## src/rtl/cpu_types_pkg.sv

```systemverilog
// Shared types for the pipeline hazard controller: register index, FSM state
// and the packed stage-register control bundle with its fixed encodings.
package cpu_types_pkg;

    localparam int unsigned DEF_REG_W = 5;
    localparam int unsigned DEF_CNT_W = 32;

    typedef logic [DEF_REG_W-1:0] regbits_t;

    typedef enum logic [1:0] {
        RUN,
        DMEM_WAIT,
        HALTED
    } hz_state_t;

    typedef struct packed {
        logic pc_en;
        logic ifid_en;
        logic ifid_flush;
        logic idex_en;
        logic idex_flush;
        logic exmem_en;
        logic exmem_flush;
        logic memwb_en;
        logic memwb_flush;
    } hz_ctrl_t;

    localparam hz_ctrl_t CTRL_NORMAL = '{pc_en: 1'b1, ifid_en: 1'b1, ifid_flush: 1'b0,
                                         idex_en: 1'b1, idex_flush: 1'b0,
                                         exmem_en: 1'b1, exmem_flush: 1'b0,
                                         memwb_en: 1'b1, memwb_flush: 1'b0};
    localparam hz_ctrl_t CTRL_RESET  = '{pc_en: 1'b0, ifid_en: 1'b0, ifid_flush: 1'b1,
                                         idex_en: 1'b0, idex_flush: 1'b1,
                                         exmem_en: 1'b0, exmem_flush: 1'b1,
                                         memwb_en: 1'b0, memwb_flush: 1'b1};
    localparam hz_ctrl_t CTRL_FROZEN = '0;

    // Whole pipeline holds; only the WB register takes a bubble.
    function automatic hz_ctrl_t ctrl_busy();
        hz_ctrl_t c;
        c = '0;
        c.memwb_flush = 1'b1;
        return c;
    endfunction

endpackage

```

## src/rtl/pipeline_hazard_ctrl_if.sv

```systemverilog
// Datapath <-> hazard controller bundle: hazard inputs and stage-register controls.
interface pipeline_hazard_ctrl_if #(
    parameter int unsigned REG_W = 5,
    parameter int unsigned CNT_W = 32
);
    logic             ihit;
    logic             dhit;
    logic             mem_req;
    logic             idex_memread;
    logic [REG_W-1:0] idex_rt;
    logic [REG_W-1:0] ifid_rs;
    logic [REG_W-1:0] ifid_rt;
    logic             ex_redirect;
    logic             mem_halt;

    logic             pc_en;
    logic             ifid_en;
    logic             ifid_flush;
    logic             idex_en;
    logic             idex_flush;
    logic             exmem_en;
    logic             exmem_flush;
    logic             memwb_en;
    logic             memwb_flush;
    logic             halt;
    logic [CNT_W-1:0] stall_cycles;
    logic [CNT_W-1:0] flush_count;

    modport master (
        output ihit, dhit, mem_req, idex_memread, idex_rt, ifid_rs, ifid_rt,
               ex_redirect, mem_halt,
        input  pc_en, ifid_en, ifid_flush, idex_en, idex_flush, exmem_en,
               exmem_flush, memwb_en, memwb_flush, halt, stall_cycles, flush_count
    );

    modport slave (
        input  ihit, dhit, mem_req, idex_memread, idex_rt, ifid_rs, ifid_rt,
               ex_redirect, mem_halt,
        output pc_en, ifid_en, ifid_flush, idex_en, idex_flush, exmem_en,
               exmem_flush, memwb_en, memwb_flush, halt, stall_cycles, flush_count
    );
endinterface

```

## src/rtl/pipeline_hazard_ctrl_sat_counter.sv

```systemverilog
// Saturating up-counter with synchronous active-high clear; sticks at all-ones.
module sat_counter #(
    parameter int unsigned CNT_W = 32
) (
    input  logic             CLK,
    input  logic             RST,
    input  logic             inc,
    output logic [CNT_W-1:0] count
);
    logic [CNT_W-1:0] r_count;

    always_ff @(posedge CLK) begin
        if (RST) begin
            r_count <= '0;
        end else if (inc && (r_count != '1)) begin
            r_count <= r_count + CNT_W'(1);
        end
    end

    assign count = r_count;
endmodule

```

## src/rtl/pipeline_hazard_ctrl.sv

```systemverilog
// Pipeline sequencer: resolves cache waits, load-use, EX redirects and halt into
// per-stage enable/flush controls, and keeps saturating stall/flush counters.
module pipeline_hazard_ctrl
    import cpu_types_pkg::*;
#(
    parameter int unsigned REG_W = 5,
    parameter int unsigned CNT_W = 32
) (
    input logic                    CLK,
    input logic                    RST,
    pipeline_hazard_ctrl_if.slave  hz
);
    hz_state_t r_state;
    logic      r_ihit_lat;

    hz_state_t w_next;
    logic      w_lat_next;
    hz_ctrl_t  w_ctrl;
    logic      w_busy;
    logic      w_ihit_eff;
    logic      w_lu;
    logic      w_redirect_taken;
    logic      w_stall_inc;
    logic      w_flush_inc;

    assign w_lu = hz.idex_memread && (hz.idex_rt != '0) &&
                  ((hz.idex_rt == hz.ifid_rs) || (hz.idex_rt == hz.ifid_rt));

    always_comb begin
        w_ctrl           = CTRL_NORMAL;
        w_next           = r_state;
        w_lat_next       = 1'b0;
        w_redirect_taken = 1'b0;
        w_ihit_eff       = hz.ihit | ((r_state == DMEM_WAIT) & r_ihit_lat);
        // Once waiting, only dhit releases the pipeline, whatever mem_req shows.
        w_busy           = (r_state == DMEM_WAIT) ? ~hz.dhit : (hz.mem_req & ~hz.dhit);

        if (RST) begin
            w_ctrl = CTRL_RESET;
        end else begin
            unique case (r_state)
                HALTED: begin
                    w_ctrl = CTRL_FROZEN;
                end
                default: begin
                    w_next = RUN;
                    if (hz.mem_halt && !w_busy) begin
                        w_ctrl.pc_en       = 1'b0;
                        w_ctrl.ifid_flush  = 1'b1;
                        w_ctrl.idex_flush  = 1'b1;
                        w_ctrl.exmem_flush = 1'b1;
                        w_ctrl.memwb_en    = 1'b1;
                        w_next             = HALTED;
                    end else if (w_busy) begin
                        w_ctrl     = ctrl_busy();
                        w_lat_next = w_ihit_eff;
                        w_next     = DMEM_WAIT;
                    end else if (hz.ex_redirect) begin
                        w_ctrl.ifid_flush = 1'b1;
                        w_ctrl.idex_flush = 1'b1;
                        w_redirect_taken  = 1'b1;
                    end else if (w_lu) begin
                        w_ctrl.pc_en      = 1'b0;
                        w_ctrl.ifid_en    = 1'b0;
                        w_ctrl.idex_flush = 1'b1;
                    end else if (!w_ihit_eff) begin
                        w_ctrl.pc_en      = 1'b0;
                        w_ctrl.ifid_flush = 1'b1;
                    end
                end
            endcase
        end
    end

    always_ff @(posedge CLK) begin
        if (RST) begin
            r_state    <= RUN;
            r_ihit_lat <= 1'b0;
        end else begin
            r_state    <= w_next;
            r_ihit_lat <= w_lat_next;
        end
    end

    assign w_stall_inc = !RST && (r_state != HALTED) && !w_ctrl.pc_en;
    assign w_flush_inc = !RST && w_redirect_taken;

    sat_counter #(.CNT_W(CNT_W)) u_stall_cnt (
        .CLK   (CLK),
        .RST   (RST),
        .inc   (w_stall_inc),
        .count (hz.stall_cycles)
    );

    sat_counter #(.CNT_W(CNT_W)) u_flush_cnt (
        .CLK   (CLK),
        .RST   (RST),
        .inc   (w_flush_inc),
        .count (hz.flush_count)
    );

    assign hz.pc_en       = w_ctrl.pc_en;
    assign hz.ifid_en     = w_ctrl.ifid_en;
    assign hz.ifid_flush  = w_ctrl.ifid_flush;
    assign hz.idex_en     = w_ctrl.idex_en;
    assign hz.idex_flush  = w_ctrl.idex_flush;
    assign hz.exmem_en    = w_ctrl.exmem_en;
    assign hz.exmem_flush = w_ctrl.exmem_flush;
    assign hz.memwb_en    = w_ctrl.memwb_en;
    assign hz.memwb_flush = w_ctrl.memwb_flush;
    assign hz.halt        = !RST && (r_state == HALTED);
endmodule

```

## src/flat_wrapper.sv

```systemverilog
// flat-port wrapper written by rule: the top's interface ports become plain ports
module pipeline_hazard_ctrl_flat import cpu_types_pkg::*;
#(
    parameter int unsigned REG_W = 5,
    parameter int unsigned CNT_W = 32
)
  (CLK, RST, hz_ihit, hz_dhit, hz_mem_req, hz_idex_memread, hz_idex_rt, hz_ifid_rs, hz_ifid_rt, hz_ex_redirect, hz_mem_halt, hz_pc_en, hz_ifid_en, hz_ifid_flush, hz_idex_en, hz_idex_flush, hz_exmem_en, hz_exmem_flush, hz_memwb_en, hz_memwb_flush, hz_halt, hz_stall_cycles, hz_flush_count);
  pipeline_hazard_ctrl_if #(.REG_W(REG_W), .CNT_W(CNT_W)) hz_i ();
  input logic CLK;
  input logic RST;
  input wire logic [$bits(hz_i.ihit)-1:0] hz_ihit;
  input wire logic [$bits(hz_i.dhit)-1:0] hz_dhit;
  input wire logic [$bits(hz_i.mem_req)-1:0] hz_mem_req;
  input wire logic [$bits(hz_i.idex_memread)-1:0] hz_idex_memread;
  input wire logic [$bits(hz_i.idex_rt)-1:0] hz_idex_rt;
  input wire logic [$bits(hz_i.ifid_rs)-1:0] hz_ifid_rs;
  input wire logic [$bits(hz_i.ifid_rt)-1:0] hz_ifid_rt;
  input wire logic [$bits(hz_i.ex_redirect)-1:0] hz_ex_redirect;
  input wire logic [$bits(hz_i.mem_halt)-1:0] hz_mem_halt;
  output wire logic [$bits(hz_i.pc_en)-1:0] hz_pc_en;
  output wire logic [$bits(hz_i.ifid_en)-1:0] hz_ifid_en;
  output wire logic [$bits(hz_i.ifid_flush)-1:0] hz_ifid_flush;
  output wire logic [$bits(hz_i.idex_en)-1:0] hz_idex_en;
  output wire logic [$bits(hz_i.idex_flush)-1:0] hz_idex_flush;
  output wire logic [$bits(hz_i.exmem_en)-1:0] hz_exmem_en;
  output wire logic [$bits(hz_i.exmem_flush)-1:0] hz_exmem_flush;
  output wire logic [$bits(hz_i.memwb_en)-1:0] hz_memwb_en;
  output wire logic [$bits(hz_i.memwb_flush)-1:0] hz_memwb_flush;
  output wire logic [$bits(hz_i.halt)-1:0] hz_halt;
  output wire logic [$bits(hz_i.stall_cycles)-1:0] hz_stall_cycles;
  output wire logic [$bits(hz_i.flush_count)-1:0] hz_flush_count;
  assign hz_i.ihit = hz_ihit;
  assign hz_i.dhit = hz_dhit;
  assign hz_i.mem_req = hz_mem_req;
  assign hz_i.idex_memread = hz_idex_memread;
  assign hz_i.idex_rt = hz_idex_rt;
  assign hz_i.ifid_rs = hz_ifid_rs;
  assign hz_i.ifid_rt = hz_ifid_rt;
  assign hz_i.ex_redirect = hz_ex_redirect;
  assign hz_i.mem_halt = hz_mem_halt;
  assign hz_pc_en = hz_i.pc_en;
  assign hz_ifid_en = hz_i.ifid_en;
  assign hz_ifid_flush = hz_i.ifid_flush;
  assign hz_idex_en = hz_i.idex_en;
  assign hz_idex_flush = hz_i.idex_flush;
  assign hz_exmem_en = hz_i.exmem_en;
  assign hz_exmem_flush = hz_i.exmem_flush;
  assign hz_memwb_en = hz_i.memwb_en;
  assign hz_memwb_flush = hz_i.memwb_flush;
  assign hz_halt = hz_i.halt;
  assign hz_stall_cycles = hz_i.stall_cycles;
  assign hz_flush_count = hz_i.flush_count;
  pipeline_hazard_ctrl #(.REG_W(REG_W), .CNT_W(CNT_W)) u_core (.CLK(CLK), .RST(RST), .hz(hz_i));
endmodule
```

## config.mk

```make
export PLATFORM = sky130hd
export DESIGN_NAME = pipeline_hazard_ctrl_flat
export DESIGN_NICKNAME = d
export VERILOG_FILES = /design/src/rtl/cpu_types_pkg.sv /design/src/rtl/pipeline_hazard_ctrl_if.sv /design/src/rtl/pipeline_hazard_ctrl_sat_counter.sv /design/src/rtl/pipeline_hazard_ctrl.sv /design/src/flat_wrapper.sv
export SDC_FILE = /design/constraint.sdc
export NUM_CORES = 1
export LEC_CHECK = 0
export ABC_AREA = 1
export ABC_CLOCK_PERIOD_IN_PS = 2350
export BUFFER_PORTS_ARGS = -buffer_cell sky130_fd_sc_hd__buf_2
export CAP_MARGIN = 10
export CORE_ASPECT_RATIO = 1.1
export CORE_UTILIZATION = 55
export DETAILED_ROUTE_END_ITERATION = 8
export HOLD_SLACK_MARGIN = 0.03
export PLACE_DENSITY = 0.8
export SKIP_LAST_GASP = 1
export SLEW_MARGIN = 10
export SYNTH_ARGS = -nofsm -noshare
export SYNTH_HDL_FRONTEND = slang
export SYNTH_SLANG_ARGS = --single-unit
```

## constraint.sdc

```tcl
create_clock -name CLK -period 2.35 [get_ports CLK]
set_clock_uncertainty 0.2 [all_clocks]
set_input_delay 0.47 -clock CLK [delete_from_list [all_inputs] [get_ports CLK]]
set_output_delay 0.47 -clock CLK [all_outputs]
set_load 0.01 [all_outputs]
```

==> results of run 1 <==
[kinds of logic (layout without fill, tap and decap cells)]
| kind of cell | Yosys count | in the layout |
|---|---|---|
| adder cells (fa/ha/maj) | 2 | 2 |
| flip-flops | 67 | 67 |
| AO/OA/AOI/OAI | 78 | 78 |
| buffers and inverters | 99 | 216 |
| AND/OR/NAND/NOR | 392 | 392 |
| XOR/XNOR | 45 | 45 |
[synthesized netlist by cell type, drive strengths merged]
library cell,instances
inv,71
nand2,195
dfxtp,67
nand4,49
nor3,31
nor3b,2
buf,14
clkbuf,14
nand3b,2
and3,2
xor2,34
nor4,4
o21a,2
and2,1
o21ai,13
xnor2,11
nor2,72
or2,2
a21oi,62
ha,2
nand3,32
a31o,1
[how the worst max path moves through the flow]
| stage | start | to | slack [ns] |
|---|---|---|---|
| 2_1_floorplan | hz_idex_rt[2] | hz_pc_en | 0.31 |
| 3_3_place_gp | hz_idex_rt[2] | hz_idex_flush | 0.16 |
| 3_5_place_dp | hz_mem_req | u_core.u_flush_cnt.count[20] | 0.06 |
| 4_1_cts | u_core.r_state[1] | hz_pc_en | 0.09 |
| 5_1_grt | u_core.r_state[1] | hz_pc_en | -0.04 |
| 6_report | u_core.r_state[1] | hz_pc_en | 0.09 |
[state kept, by name, indices dropped and copies added (netlist names)]
name	flops
u_core.u_flush_cnt.count	32
u_core.u_stall_cnt.count	32
u_core.r_state	2
u_core.r_ihit_lat	1
[cells in the final DEF (no fill, tap or decap), drive strengths merged]
cell type / synthesis / final
a21oi: 62 / 62
a31o: 1 / 1
and2: 1 / 1
and3: 2 / 2
buf: 14 / 129
bufinv: 0 / 3
clkbuf: 14 / 9
clkinv: 0 / 2
clkinvlp: 0 / 1
dfxtp: 67 / 67
ha: 2 / 2
inv: 71 / 72
nand2: 195 / 195
nand3: 32 / 32
nand3b: 2 / 2
nand4: 49 / 49
nor2: 72 / 72
nor3: 31 / 31
nor3b: 2 / 2
nor4: 4 / 4
o21a: 2 / 2
o21ai: 13 / 13
or2: 2 / 2
xnor2: 11 / 11
xor2: 34 / 34
[timing repair]
action	in CTS	in global routing
endpoints found under the setup margin	1	10
pin swaps	0	2
resized for setup	1	3
buffers inserted	0	4
[through the flow]
| step | setup TNS, ns | util | std cells |
|---|---|---|---|
| 2_1_floorplan | 0 | - | 683 |
| 3_3_place_gp | 0 | 0.6682 | 885 |
| 3_5_place_dp | 0 | 0.6682 | 885 |
| 4_1_cts | 0 | 0.7013 | 901 |
| 5_1_grt | -0.04597 | 0.7061 | 905 |
| 6_report | 0 | 0.7061 | 905 |
[area by class of cell]
| cell class | instances | area [sq um] |
|---|---|---|
| Clock buffer | 9 | 123.9 |
| Clock inverter | 7 | 123.9 |
| Fill cell | 678 | 2221 |
| Inverter | 71 | 266.5 |
| Multi-Input combinational cell | 517 | 2594 |
| Sequential cell | 67 | 1343 |
| Tap cell | 105 | 131.4 |
| Timing Repair Buffer | 129 | 753.2 |
[report_power, final]
group,switching (mW),internal (mW),total [mW]
Sequential,0.00460,1.14,1.15
Clock,0.493,0.712,1.20
Combinational,0.148,0.0846,0.232
Total,0.645,1.94,2.58
[worst max-delay path: stages (launching register included)]
cell and delay, ns:
dfxtp_1 0.33, inv_2 0.05, nand2_1 0.07, nand2_1 0.06, nand2_2 0.09, nand2_2 0.09, nor2_4 0.14, nand2_1 0.08
inv_1 0.07, nand2_2 0.09, inv_1 0.06, buf_2 0.12
[metal layers]
layer  share of wire  vias up  GRT usage
li1                -     2464          -
met3           0.045       37    0.05281
met2            0.51      171     0.5715
met1            0.41     2242     0.3426
met5               0        -          0
met4           0.036        0     0.1500
==> flow_summary_export.csv, run 1 <==
group,metric,value,unit
synth,syn-cell-area,4352,sq um
min_path,hold-path-endpoint,"u_core.r_state[1]",
synth,synth_compound_area_frac,0.09172,
critical_path,r2r.worst_path.cells,10,
die,die_w,86.81,um
route,wl,12560,um
place,dp_hpwl,9640,um
synth,seq_area_frac_synth,0.3082,
layout,layout.nets,820,
timing,finalCritPeriodShare,0.9609,
timing,slew_viol_final,0,
clocking,clkLatencyLatePin,0.36,ns
clocking,clock-root-buffer,"clkbuf_8",
synth,synthMuxAreaShare,0,
critical_path,worstSetupStartpointType,"flop",
synth,synth-adder-area-share,0.005750,
die,num_rows,33,
timing,fin_ws,0.09189,ns
die,dieHeight,95.29,um
route,vias,4914,
layout,fin_area,5335,sq um
critical_path,arrival,1.59,ns
clocking,htreeDepth,3,
global_routing,grt-ovfl-total,0,
min_path,min_from,"hz_mem_halt",
critical_path,crit_type,"flop to output pin",
route,postRouteAntennaNets,0,
critical_path,endpoint_kind,"output pin",
critical_path,crit_required,1.68,ns
place,place_congestion,1.040,
timing,rsz0062_at_grt,"true",
critical_path,rrSetupSlack,0.17,ns
die,ios,97,
synth,synth_cell_types,32,
clocking,cts.path.max_buffers,2,
die,initial_utilization,0.5759,
die,dieArea,8272,sq um
clocking,cts.sink_count,67,
power,power_density,484.2,nW/um^2
timing,setup_viol,0,
power,power,2.583,mW
synth,synthCells,683,
synth,synth.largest_area_cell,"dfxtp_1",
place,placement.io_buffers,96,
timing,max_freq,442.8,MHz
die,core,7556,sq um
synth,yosysTopAreaCellShare,0.3082,
route,firstDrtPassIters,5,
global_routing,grt_start_max_net_pins,53,
run,cap_violations,0,
clocking,clk_pin_slew,0.07,ns
critical_path,reg2reg_from,"u_core.u_stall_cnt.count[0]",
place,placed_area,5049,sq um
timing,period_minus_slack,2.258,ns
route,drt-initial-drc-count,298,
timing,hold_viol,0,
place,place_ws,0.06375,ns
run_status,outcome,"completed",
route,drc,0,
global_routing,antenna_found_initial,0,
timing,slew_headroom,0.6183,
layout,n_antenna_cell,0,
clocking,cts_made_buffers,9,
synth,syn-num-nets,708,
synth,synth_xor_area_frac,0.09057,
synth,yosysWarnings,0,
synth,yosys.area_share.simple,0.4057,
layout,drive_above_1_share,0.2138,
min_path,min_delay_path_depth,3,
synth,syn_area_per_cell,6.371,sq um
clocking,hold_buffers,0,
critical_path,critical_path.max_fanout,4,
power,p_leak,2.332,nW
global_routing,grt_usage,0.3100,
global_routing,grt_pass1_vias,4541,
timing,hold_slack,0.2269,ns
synth,synth_top_family_by_area,"simple AND/OR/NAND/NOR gates",
min_path,min_path_type,"input pin to flop",
global_routing,grt_pass1_wl,20310,um
synth,ys_ff_latch,67,
layout,syn2layout_area_growth,22.60,%
timing,tightest_slew,0.5726,ns
route,routed_via_density,5.430,
synth,netlist_top_cells_area,"dfxtp_1 31%, nand2_1 16%, a21oi_1 7.1%",
critical_path,reg2reg_to,"u_core.u_stall_cnt.count[13]",
clocking,cts_tree,"built",
route,wire_per_inst,13.88,um
power,max-vdd-ir-drop,0.3338,mV
Note: power is estimated with default switching activity, not from simulation.
==> run 2, diff against run 1 <==
- MAX_ROUTING_LAYER: default -> met4
==> flow_summary_export.csv, run 2 (same netlist as run 1, synthesis figures left out) <==
group,metric,value,unit
layout,layout.cells.most_common,"nand2_1",
die,core,7556,sq um
die,die_w,86.81,um
critical_path,crit_chain,"inv_2, nand2_1, nand2_1, nand2_2, nand2_2, nor2_4, nand2_1, inv_1, nand2_2, inv_1, buf_2",
min_path,min_from,"hz_mem_halt",
route,postRouteAntennaNets,0,
clocking,hold_buffers,0,
global_routing,grt_usage,0.3360,
run,cap_violations,0,
critical_path,critical_path.max_fanout,4,
layout,n_antenna_cell,0,
place,placement.io_buffers,96,
clocking,clkLatencyLatePin,0.35,ns
timing,fin_ws,0.1084,ns
route,wire_per_inst,14.42,um
critical_path,worstSetupStartpointType,"flop",
global_routing,grt_pass1_wl,21480,um
timing,slew_headroom,0.6197,
route,wl,13010,um
layout,syn2layout_area_growth,21.10,%
clocking,htreeDepth,3,
power,p_leak,2.295,nW
global_routing,antenna_found_initial,0,
critical_path,critPathBufInv,4,
power,power_density,454.8,nW/um^2
critical_path,reg2reg_from,"u_core.u_stall_cnt.count[16]",
critical_path,rrSetupSlack,0.17,ns
timing,slew_viol_final,0,
timing,hold_slack,0.2102,ns
global_routing,grt-ovfl-total,0,
clocking,clock-root-buffer,"clkbuf_8",
clocking,clk_pin_slew,0.08,ns
die,num_rows,33,
timing,finalCritPeriodShare,0.9539,
place,place_ws,0.1077,ns
timing,period_minus_slack,2.242,ns
critical_path,arrival,1.57,ns
die,dieArea,8272,sq um
timing,tightest_slew,0.5705,ns
route,routed_via_density,5.498,
timing,max_freq,446.1,MHz
clocking,cts.sink_count,67,
route,vias,4959,
critical_path,critPathLaunch,"u_core.r_state[1]",
critical_path,crit_required,1.68,ns
place,dp_hpwl,9696,um
min_path,min_path_type,"input pin to flop",
layout,layout.nets,817,
clocking,cts_tree,"built",
die,dieHeight,95.29,um
die,ios,97,
place,place_congestion,1.063,
layout,drive_above_1_share,0.2095,
die,initial_utilization,0.5759,
timing,setup_viol,0,
critical_path,crit_family,"simple AND/OR/NAND/NOR gates",
timing,hold_viol,0,
route,firstDrtPassIters,6,
critical_path,critPathMaxStageDelay,0.33,ns
global_routing,grt_start_max_net_pins,53,
critical_path,crit_type,"flop to output pin",
global_routing,grt_pass1_vias,4726,
critical_path,critPathSlowestCell,"dfxtp_2",
route,drc,0,
critical_path,endpoint_kind,"output pin",
power,max-vdd-ir-drop,0.3338,mV
layout,final_cell_mix,"191 x nand2_1, 96 x buf_2, 67 x nor2_1, 66 x dfxtp_1, 64 x inv_1",
run_status,outcome,"completed",
clocking,cts.path.max_buffers,2,
route,drt-initial-drc-count,345,
clocking,cts_made_buffers,9,
-- run 2: worst reg2reg max path, delay by kind of cell, from the launching register on --
kind	cells	cell delay (ns)
flip-flops	1	0.42
AO/OA/AOI/OAI	1	0.08
buffers and inverters	2	0.33
AND/OR/NAND/NOR	5	1.02
-- run 2: per-layer routing --
metal | vias to the layer above | part of all wire | track usage
li1 | 2458 | - | -
met1 | 2272 | 0.40 | 0.3717
met2 | 187 | 0.51 | 0.5951
met3 | 42 | 0.051 | 0.04156
met4 | 0 | 0.037 | 0.1667
met5 | - | 0 | -
-- run 2: what timing repair did --
action,CTS,global route
setup buffers,0,4
setup endpoints to repair,0,4
resized for setup,0,3
-- run 2: metrics by stage --
step / area [sq um] / utilization / setup TNS [ns] / std cells / power [mW]
4_1_cts: 5230 / 0.6922 / 0 / 898 / 2.390
5_1_grt: 5270 / 0.6975 / -0.02294 / 902 / 2.484
3_5_place_dp: 5026 / 0.6652 / 0 / 882 / 1.398
3_3_place_gp: 5026 / 0.6652 / 0 / 882 / 1.390
2_1_floorplan: 4352 / - / 0 / 683 / 1.318
6_report: 5270 / 0.6975 / 0 / 902 / 2.397
-- run 2: cell type report --
type | count | area (sq um)
clock buffer | 11 | 141.4
clock inverter | 5 | 62.56
fill | 695 | 2286
inverter | 71 | 266.5
multi-input combinational | 517 | 2591
sequential | 67 | 1343
tap | 105 | 131.4
timing repair buffer | 126 | 734.5
-- run 2: power breakdown --
part	switching, mW	internal [mW]
clock network	0.491	0.523
logic	0.150	0.0874
registers	0.00434	1.14
total	0.645	1.75
-- run 2: final timing paths --
kind                                        to  cells after the start
setup / recovery                      hz_pc_en                     11
setup reg to reg  u_core.u_stall_cnt.count[10]                      8
hold reg to reg   u_core.u_stall_cnt.count[31]                      2
hold / removal               u_core.r_state[1]                      3
==> run 3, diff against run 2 <==
==> constraint.sdc (replaced) <==
create_clock -name CLK -period 2.35 [get_ports CLK]
set_clock_uncertainty 0.2 [all_clocks]
set_input_delay 0.235 -clock CLK [delete_from_list [all_inputs] [get_ports CLK]]
set_output_delay 0.235 -clock CLK [all_outputs]
set_load 0.01 [all_outputs]
==> flow_summary_export.csv, run 3 (same netlist as run 1, synthesis figures left out) <==
group,metric,value,unit
layout,final_cell_mix,"191 x nand2_1, 96 x buf_2, 66 x dfxtp_1, 64 x inv_1, 64 x nor2_1",
route,firstDrtPassIters,6,
timing,slew_headroom,0.6135,
layout,fin_area,5371,sq um
layout,fin_util,0.7109,
global_routing,grt_usage,0.3316,
place,dp_hpwl,9562,um
run_status,outcome,"completed",
layout,seq_area,1343,sq um
clocking,cts_made_buffers,9,
critical_path,rrSetupSlack,0.13,ns
run,cap_violations,0,
clocking,clock-root-buffer,"clkbuf_8",
layout,layout.cells.most_common,"nand2_1",
clocking,htreeDepth,3,
route,routed_via_density,5.476,
route,wire_per_inst,14.52,um
route,drt-initial-drc-count,266,
critical_path,worstSetupStartpointType,"input pin",
power,power_density,467.5,nW/um^2
timing,setup_viol,0,
layout,fill_cells,705,
route,vias,4972,
global_routing,antenna_found_initial,0,
clocking,clk_pin_slew,0.07,ns
global_routing,grt_pass1_wl,20800,um
min_path,min_path_type,"input pin to flop",
critical_path,crit_required,1.91,ns
timing,fin_ws,0.09698,ns
timing,hold_viol,0,
clocking,clkLatencyLatePin,0.36,ns
power,max-vdd-ir-drop,0.2890,mV
power,power,2.511,mW
clocking,cts.sink_count,67,
timing,rsz0062_at_grt,"true",
layout,drive_above_1_share,0.2154,
layout,stdcell_count,908,
die,core,7556,sq um
layout,layout.nets,823,
place,placed_area,5071,sq um
place,placedCellCount,888,
timing,tightest_slew,0.5798,ns
critical_path,crit_type,"input pin to output pin",
die,initial_utilization,0.5759,
critical_path,arrival,1.82,ns
layout,syn2layout_area_growth,23.43,%
timing,finalCritPeriodShare,0.9587,
critical_path,critical_path.max_fanout,14,
global_routing,grt_start_max_net_pins,54,
global_routing,grt_pass1_vias,4546,
layout,multi_input_area,2615,sq um
clocking,cts_tree,"built",
layout,n_antenna_cell,0,
die,die_w,86.81,um
place,place_congestion,0.9406,
global_routing,grt-ovfl-total,0,
power,p_leak,2.360,nW
timing,slew_viol_final,0,
die,dieArea,8272,sq um
route,wl,13180,um
die,ios,97,
critical_path,endpoint_kind,"output pin",
place,placement.io_buffers,96,
die,dieHeight,95.29,um
route,drc,0,
timing,max_freq,443.8,MHz
die,num_rows,33,
timing,period_minus_slack,2.253,ns
route,postRouteAntennaNets,0,
clocking,cts.path.max_buffers,2,
place,place_ws,0.09291,ns
run 3: changes by cell type in the layout (fill, tap and decap cells not counted), moves of 2 or more:
cell | before | now
buf_4 | 27 | 30
dlygate4sd3_1 | 0 | 3
nor2_1 | 67 | 64
nor2_2 | 4 | 6
run 3: cell type report:
type,count,area share
multi-input cells,517,0.4868
flip-flops and latches,67,0.2499
repair buffers,132,0.1465
inverters,71,0.05008
clock buffers,11,0.02632
well taps,105,0.02446
clock inverters,5,0.01584
run 3: worst paths after layout:
kind | depth (start not counted) | start | end
setup / recovery | 12 | hz_dhit | hz_pc_en
hold / removal | 5 | hz_mem_req | u_core.r_state[0]
setup reg to reg | 10 | u_core.u_flush_cnt.count[22] | u_core.u_flush_cnt.count[20]
hold reg to reg | 2 | u_core.u_stall_cnt.count[31] | u_core.u_stall_cnt.count[31]
run 3: per-layer routing:
metal	vias up	track usage	routed length, um	part of all wire
met5	-	-	0	0
met4	0	0.1944	563	0.043
met3	47	0.03203	658	0.050
met2	196	0.5689	6619	0.50
met1	2270	0.3759	5342	0.41
li1	2459	-	-	-
run 3: what timing repair did:
| action | in CTS | in global routing |
|---|---|---|
| hold buffers | 3 | 0 |
| gates resized for setup | 0 | 11 |
| endpoints found under the setup margin | 0 | 18 |
| buffers inserted | 0 | 1 |
| hold endpoints to repair | 3 | 0 |
run 3: stage by stage:
step	hold WS, ns	setup TNS (ns)
final	0.08677	0
after global routing	0.1167	-0.1888
after CTS	0.07378	0
after detailed placement	0.2810	0
after global placement	0.2661	0
after floorplan	0.1944	0
run 3: power by group:
group          total (mW)  leakage [nW]  internal (mW)  switching, mW
sequential           1.15         0.541           1.14        0.00544
combinational       0.231          1.71         0.0816          0.149
clock                1.13         0.110          0.633          0.501
run 3: worst max-delay path, stage by stage:
cell and delay, ns:
dlygate4sd3_1 0.53, buf_2 0.11, inv_1 0.04, nand2_2 0.09
nand2_2 0.08, nor2_4 0.14, nand2_1 0.10, inv_1 0.08
nand2_2 0.09, buf_6 0.16, inv_1 0.05, buf_2 0.11
